## src/rtl/siso_pkg.sv

```systemverilog
// Shared definitions for the SISO branch-stage blocks.
//   seq_state_e : input sequencer FSM encoding (IDLE / LOAD / DRAIN)
//   addr_width  : trellis address width for a given branch size
package siso_pkg;

  typedef enum logic [1:0] {
    ST_IDLE  = 2'd0,
    ST_LOAD  = 2'd1,
    ST_DRAIN = 2'd2
  } seq_state_e;

  // $clog2 of the branch size, floored at 1 so a one-item branch still has an address bit.
  function automatic int unsigned addr_width(input int unsigned n);
    return (n < 2) ? 1 : $clog2(n);
  endfunction

endpackage

```

## src/rtl/branch_input_sequencer.sv

```systemverilog
// Branch input sequencer: accepts one frame of {parity, systematic} LLR pairs
// over AXI-Stream after i_start, and presents each accepted beat one cycle
// later, tagged with its trellis address, to the branch metric stage.
//
// Ports
//   aclk, aresetn             clock, asynchronous active-low reset
//   i_start                   pulse arming a frame load (ignored unless idle)
//   s_axis_tdata/tvalid/tlast slave stream; tdata = {parity, systematic}
//   s_axis_tready             high while loading or draining
//   o_sys_item, o_parity_item registered LLR items
//   o_addr                    trellis index of the presented item
//   o_valid                   qualifies o_sys_item/o_parity_item/o_addr
//   o_busy                    frame in progress (LOAD or DRAIN)
//   o_frame_done              pulse with the last item of a full-length frame
//   o_frame_err               pulse with the item that ended a short or long frame
module branch_input_sequencer
  import siso_pkg::*;
#(
  parameter  int unsigned DWIDTH      = 16,
  parameter  int unsigned BRANCH_SIZE = 3072,
  localparam int unsigned AW          = addr_width(BRANCH_SIZE)
) (
  input  logic                     aclk,
  input  logic                     aresetn,
  input  logic                     i_start,
  input  logic [2*DWIDTH-1:0]      s_axis_tdata,
  input  logic                     s_axis_tvalid,
  output logic                     s_axis_tready,
  input  logic                     s_axis_tlast,
  output logic signed [DWIDTH-1:0] o_sys_item,
  output logic signed [DWIDTH-1:0] o_parity_item,
  output logic [AW-1:0]            o_addr,
  output logic                     o_valid,
  output logic                     o_busy,
  output logic                     o_frame_done,
  output logic                     o_frame_err
);

  localparam logic [AW-1:0] LAST_ADDR = AW'(BRANCH_SIZE - 1);

  seq_state_e               state_q, state_d;
  logic [AW-1:0]            cnt_q, cnt_d;
  logic signed [DWIDTH-1:0] sys_q, sys_d;
  logic signed [DWIDTH-1:0] par_q, par_d;
  logic [AW-1:0]            addr_q, addr_d;
  logic                     valid_q, valid_d;
  logic                     done_q, done_d;
  logic                     err_q, err_d;
  logic                     accept;

  assign s_axis_tready = (state_q == ST_LOAD) || (state_q == ST_DRAIN);
  assign accept        = s_axis_tvalid && s_axis_tready;

  always_comb begin
    state_d = state_q;
    cnt_d   = cnt_q;
    sys_d   = sys_q;
    par_d   = par_q;
    addr_d  = addr_q;
    valid_d = 1'b0;
    done_d  = 1'b0;
    err_d   = 1'b0;
    unique case (state_q)
      ST_IDLE: begin
        if (i_start) begin
          state_d = ST_LOAD;
          cnt_d   = '0;
        end
      end
      ST_LOAD: begin
        if (accept) begin
          valid_d = 1'b1;
          sys_d   = s_axis_tdata[DWIDTH-1:0];
          par_d   = s_axis_tdata[2*DWIDTH-1:DWIDTH];
          addr_d  = cnt_q;
          if (cnt_q == LAST_ADDR) begin
            // Frame full: tlast here is a clean end, otherwise the tail must be drained.
            done_d  = s_axis_tlast;
            err_d   = !s_axis_tlast;
            state_d = s_axis_tlast ? ST_IDLE : ST_DRAIN;
          end else if (s_axis_tlast) begin
            err_d   = 1'b1;
            state_d = ST_IDLE;
          end else begin
            cnt_d = cnt_q + 1'b1;
          end
        end
      end
      ST_DRAIN: begin
        if (accept && s_axis_tlast) state_d = ST_IDLE;
      end
      default: state_d = ST_IDLE;
    endcase
  end

  always_ff @(posedge aclk or negedge aresetn) begin
    if (!aresetn) begin
      state_q <= ST_IDLE;
      cnt_q   <= '0;
      sys_q   <= '0;
      par_q   <= '0;
      addr_q  <= '0;
      valid_q <= 1'b0;
      done_q  <= 1'b0;
      err_q   <= 1'b0;
    end else begin
      state_q <= state_d;
      cnt_q   <= cnt_d;
      sys_q   <= sys_d;
      par_q   <= par_d;
      addr_q  <= addr_d;
      valid_q <= valid_d;
      done_q  <= done_d;
      err_q   <= err_d;
    end
  end

  assign o_sys_item    = sys_q;
  assign o_parity_item = par_q;
  assign o_addr        = addr_q;
  assign o_valid       = valid_q;
  assign o_frame_done  = done_q;
  assign o_frame_err   = err_q;
  assign o_busy        = (state_q != ST_IDLE);

endmodule
```

## config.mk

```make
export PLATFORM = sky130hd
export DESIGN_NAME = branch_input_sequencer
export DESIGN_NICKNAME = d
export VERILOG_FILES = /design/src/rtl/siso_pkg.sv /design/src/rtl/branch_input_sequencer.sv
export SDC_FILE = /design/constraint.sdc
export NUM_CORES = 1
export LEC_CHECK = 0
export CORE_ASPECT_RATIO = 1.75
export CORE_UTILIZATION = 46
export DETAILED_ROUTE_END_ITERATION = 8
export PLACE_DENSITY = 0.86
export SETUP_SLACK_MARGIN = 0.1
export SLEW_MARGIN = 40
export SYNTH_ARGS = -nofsm -noshare
export SYNTH_HDL_FRONTEND = slang
export SYNTH_SLANG_ARGS = --single-unit
```

## constraint.sdc

```tcl
create_clock -name aclk -period 3.4 [get_ports aclk]
set_clock_uncertainty 0.05 [all_clocks]
set_input_delay 0.68 -clock aclk [delete_from_list [all_inputs] [get_ports aclk]]
set_output_delay 0.68 -clock aclk [all_outputs]
set_load 0.005 [all_outputs]
```

==> flow_summary.json <==
{
  "cp_cell_sequence": "inv_1 -> ha_1 -> nand2_2 -> clkinv_1 -> buf_4 -> mux2_2",
  "final_util": 0.678,
  "async_reset_ff_frac": 1.00,
  "max_freq_mhz": 390,
  "syn-instance-count": 205,
  "grt_max_degree": 39,
  "fp.dieArea_um2": 6120,
  "diodes": 0,
  "dp_hpwl_mm": 4.11,
  "clk_latency_ns": 0.33,
  "rsz0062_at_grt": "no",
  "finalMaxSlewViolations": 0,
  "grt_use_total": 0.202,
  "switching_share": 0.280,
  "hold_violations": 0,
  "finalCritPeriodShare": 0.753,
  "timing.rr.start": "state_q[1]",
  "power.density_nw_per_um2": 772,
  "ant_nets": 0,
  "cts_buffers": 9,
  "io_buffers": 85,
  "path_delay_family": "buffers and inverters",
  "gp_congestion": 0.840,
  "peakVddDrop_v": 0.000420,
  "period_needed_ns": 2.56,
  "final_cell_mix": "clkdlybuf4s50_1, dfrtp_1, mux2_2",
  "p_leak_nw": 1.65,
  "p_seq_frac": 0.389,
  "nFillCells": 440,
  "ys_seq_area_frac": 0.572,
  "initial_core_util": 0.478,
  "drt_iter0_markers": 30,
  "p_int_mw": 2.11,
  "route.detailed.drc": 0,
  "cp-start-kind": "flop",
  "cts_setup_buffers": 0,
  "grt_pass1_wl_mm": 8.91,
  "busiest_layer": "met2",
  "p_sw_mw": 0.818,
  "yosys_warnings": 0,
  "setup_tns_ns": 0,
  "max-cap-violations": 0,
  "core_um2": 5590,
  "postSynthAreaPerCell_um2": 13.0,
  "synth_area_um2": 2670,
  "die_h_um": 103,
  "cts_sinks": 61,
  "die_x_um": 59.6,
  "dr.pass1.iters": 4,
  "rr_endpoint": "o_sys_item[1]",
  "crit_buf_inv": 3,
  "final_common_cell": "clkdlybuf4s50_1",
  "drive_above_1_share": 0.227,
  "arrival_ns": 2.73,
  "fin_ws_ns": 0.839,
  "worst_pin_slew_ns": 0.657,
  "cp_max_fo": 34,
  "wire_per_inst_um": 15.1,
  "antenna_found_initial": 0,
  "dp_slack_ns": 0.784,
  "met1_usage": 0.207,
  "relSlewSlack": 0.562,
  "p_clk_frac": 0.227,
  "synth_enable_flop_cells": 0,
  "gr-total-overflow": 0,
  "cts_buffer_depth": 2,
  "grt_pass1_vias": 1907,
  "cp-end-kind": "flop",
  "slowest_delay_ns": 0.59,
  "ioPinCount": 86,
  "r2r_cells": 6,
  "hold_buffers": 0,
  "synthDistinctLibCells": 48,
  "whs_ns": 0.248,
  "syn2layout_area_growth_pct": 41.9,
  "combPwrFrac": 0.384,
  "cp_slowest_cell": "ha_1",
  "htree_num_levels": 3,
  "grt.met2_usage": 0.357,
  "cts_root_buf": "clkbuf_8",
  "synth_nets": 249,
  "criticalPathCategory": "reg -> reg",
  "nNetsFinal": 338,
  "r2r_slack_ns": 0.84,
  "ctsResizeCount": 0,
  "use_met3": 0.0577,
  "setup_viol": 0,
  "ys.flop_type": "dfrtp_1",
  "num_vias": 1970,
  "via_per_inst": 5.25,
  "status": "finished clean",
  "wirelength_mm": 5.65,
  "hold_path.class": "in -> async",
  "row_count": 36,
  "required_ns": 3.56,
  "cts_tree": "done",
  "path_clk_slew_ns": 0.07,
  "ys_ff_latch": 61
}
-- synthesized netlist by cell type, types with 2 or more instances --
cell,count,area [um^2]
mux2_2,43,484
buf_2,3,15.0
inv_1,8,30.0
nand3_1,7,35.0
dfrtp_1,61,1530
o21ai_1,2,10.0
and4_1,2,17.5
nor3_1,2,10.0
clkbuf_2,2,10.0
a21o_1,2,15.0
nor3b_1,2,15.0
ha_1,7,87.6
nand4_1,2,12.5
and3_1,4,25.0
nand2_1,9,33.8
o21ai_0,5,25.0
a31oi_1,9,56.3
nor2_1,5,18.8
-- power by group through the flow --
stage	Clock, mW	Combinational (mW)	Sequential [mW]
6_report	0.663	1.12	1.14
4_1_cts	0.678	1.14	1.14
5_1_grt	0.706	1.22	1.18
3_5_place_dp	0	1.14	1.15
3_3_place_gp	0	1.11	1.14
2_1_floorplan	0	0.507	1.14
-- flip-flops by register name, indices dropped and copies added, names as in the netlist --
register,cells
o_frame_done,1
o_parity_item,16
cnt_q,12
o_valid,1
o_sys_item,16
state_q,2
o_addr,12
o_frame_err,1
-- logic make-up (layout without fill, tap and decap cells) --
kind of cell,Yosys count,in the layout,share of synthesized area
AO/OA/AOI/OAI,30,30,0.0783
flip-flops,61,61,0.572
multiplexers,43,43,0.181
AND/OR/NAND/NOR,45,45,0.103
buffers and inverters,19,113,0.0333
adder cells (fa/ha/maj),7,7,0.0328
-- worst max-delay path by stage --
stage	from	endpoint	slack [ns]	cells past startpoint
finish	state_q[1]	o_sys_item[1]	0.84	6
global route	state_q[1]	o_parity_item[10]	0.63	6
CTS	state_q[1]	o_parity_item[5]	0.83	6
detailed placement	s_axis_tvalid	o_parity_item[5]	0.78	5
global placement	s_axis_tvalid	o_parity_item[2]	0.81	5
floorplan	i_start	cnt_q[10]	1.55	5
-- area by class of cell --
type | count | area, um^2 | share of cell area
sequential | 61 | 1530 | 0.403
clock inverter | 3 | 42.5 | 0.0112
tap | 76 | 95.1 | 0.0251
multi-input combinational | 125 | 1050 | 0.278
clock buffer | 13 | 169 | 0.0446
inverter | 10 | 37.5 | 0.00991
timing repair buffer | 87 | 863 | 0.228
-- metal layers --
| metal | share of wire | up-vias |
|---|---|---|
| li1 | - | 920 |
| met1 | 0.38 | 983 |
| met2 | 0.54 | 57 |
| met3 | 0.049 | 10 |
| met4 | 0.029 | 0 |
| met5 | 0 | - |
-- stage by stage --
| step | cells | area [um^2] | power [mW] |
|---|---|---|---|
| 6_report | 375 | 3790 | 2.93 |
| 3_3_place_gp | 359 | 3570 | 2.25 |
| 2_1_floorplan | 205 | 2670 | 1.65 |
| 5_1_grt | 375 | 3790 | 3.10 |
| 3_5_place_dp | 359 | 3570 | 2.29 |
| 4_1_cts | 375 | 3790 | 2.96 |
No activity file was read; power rests on OpenSTA's default activity.
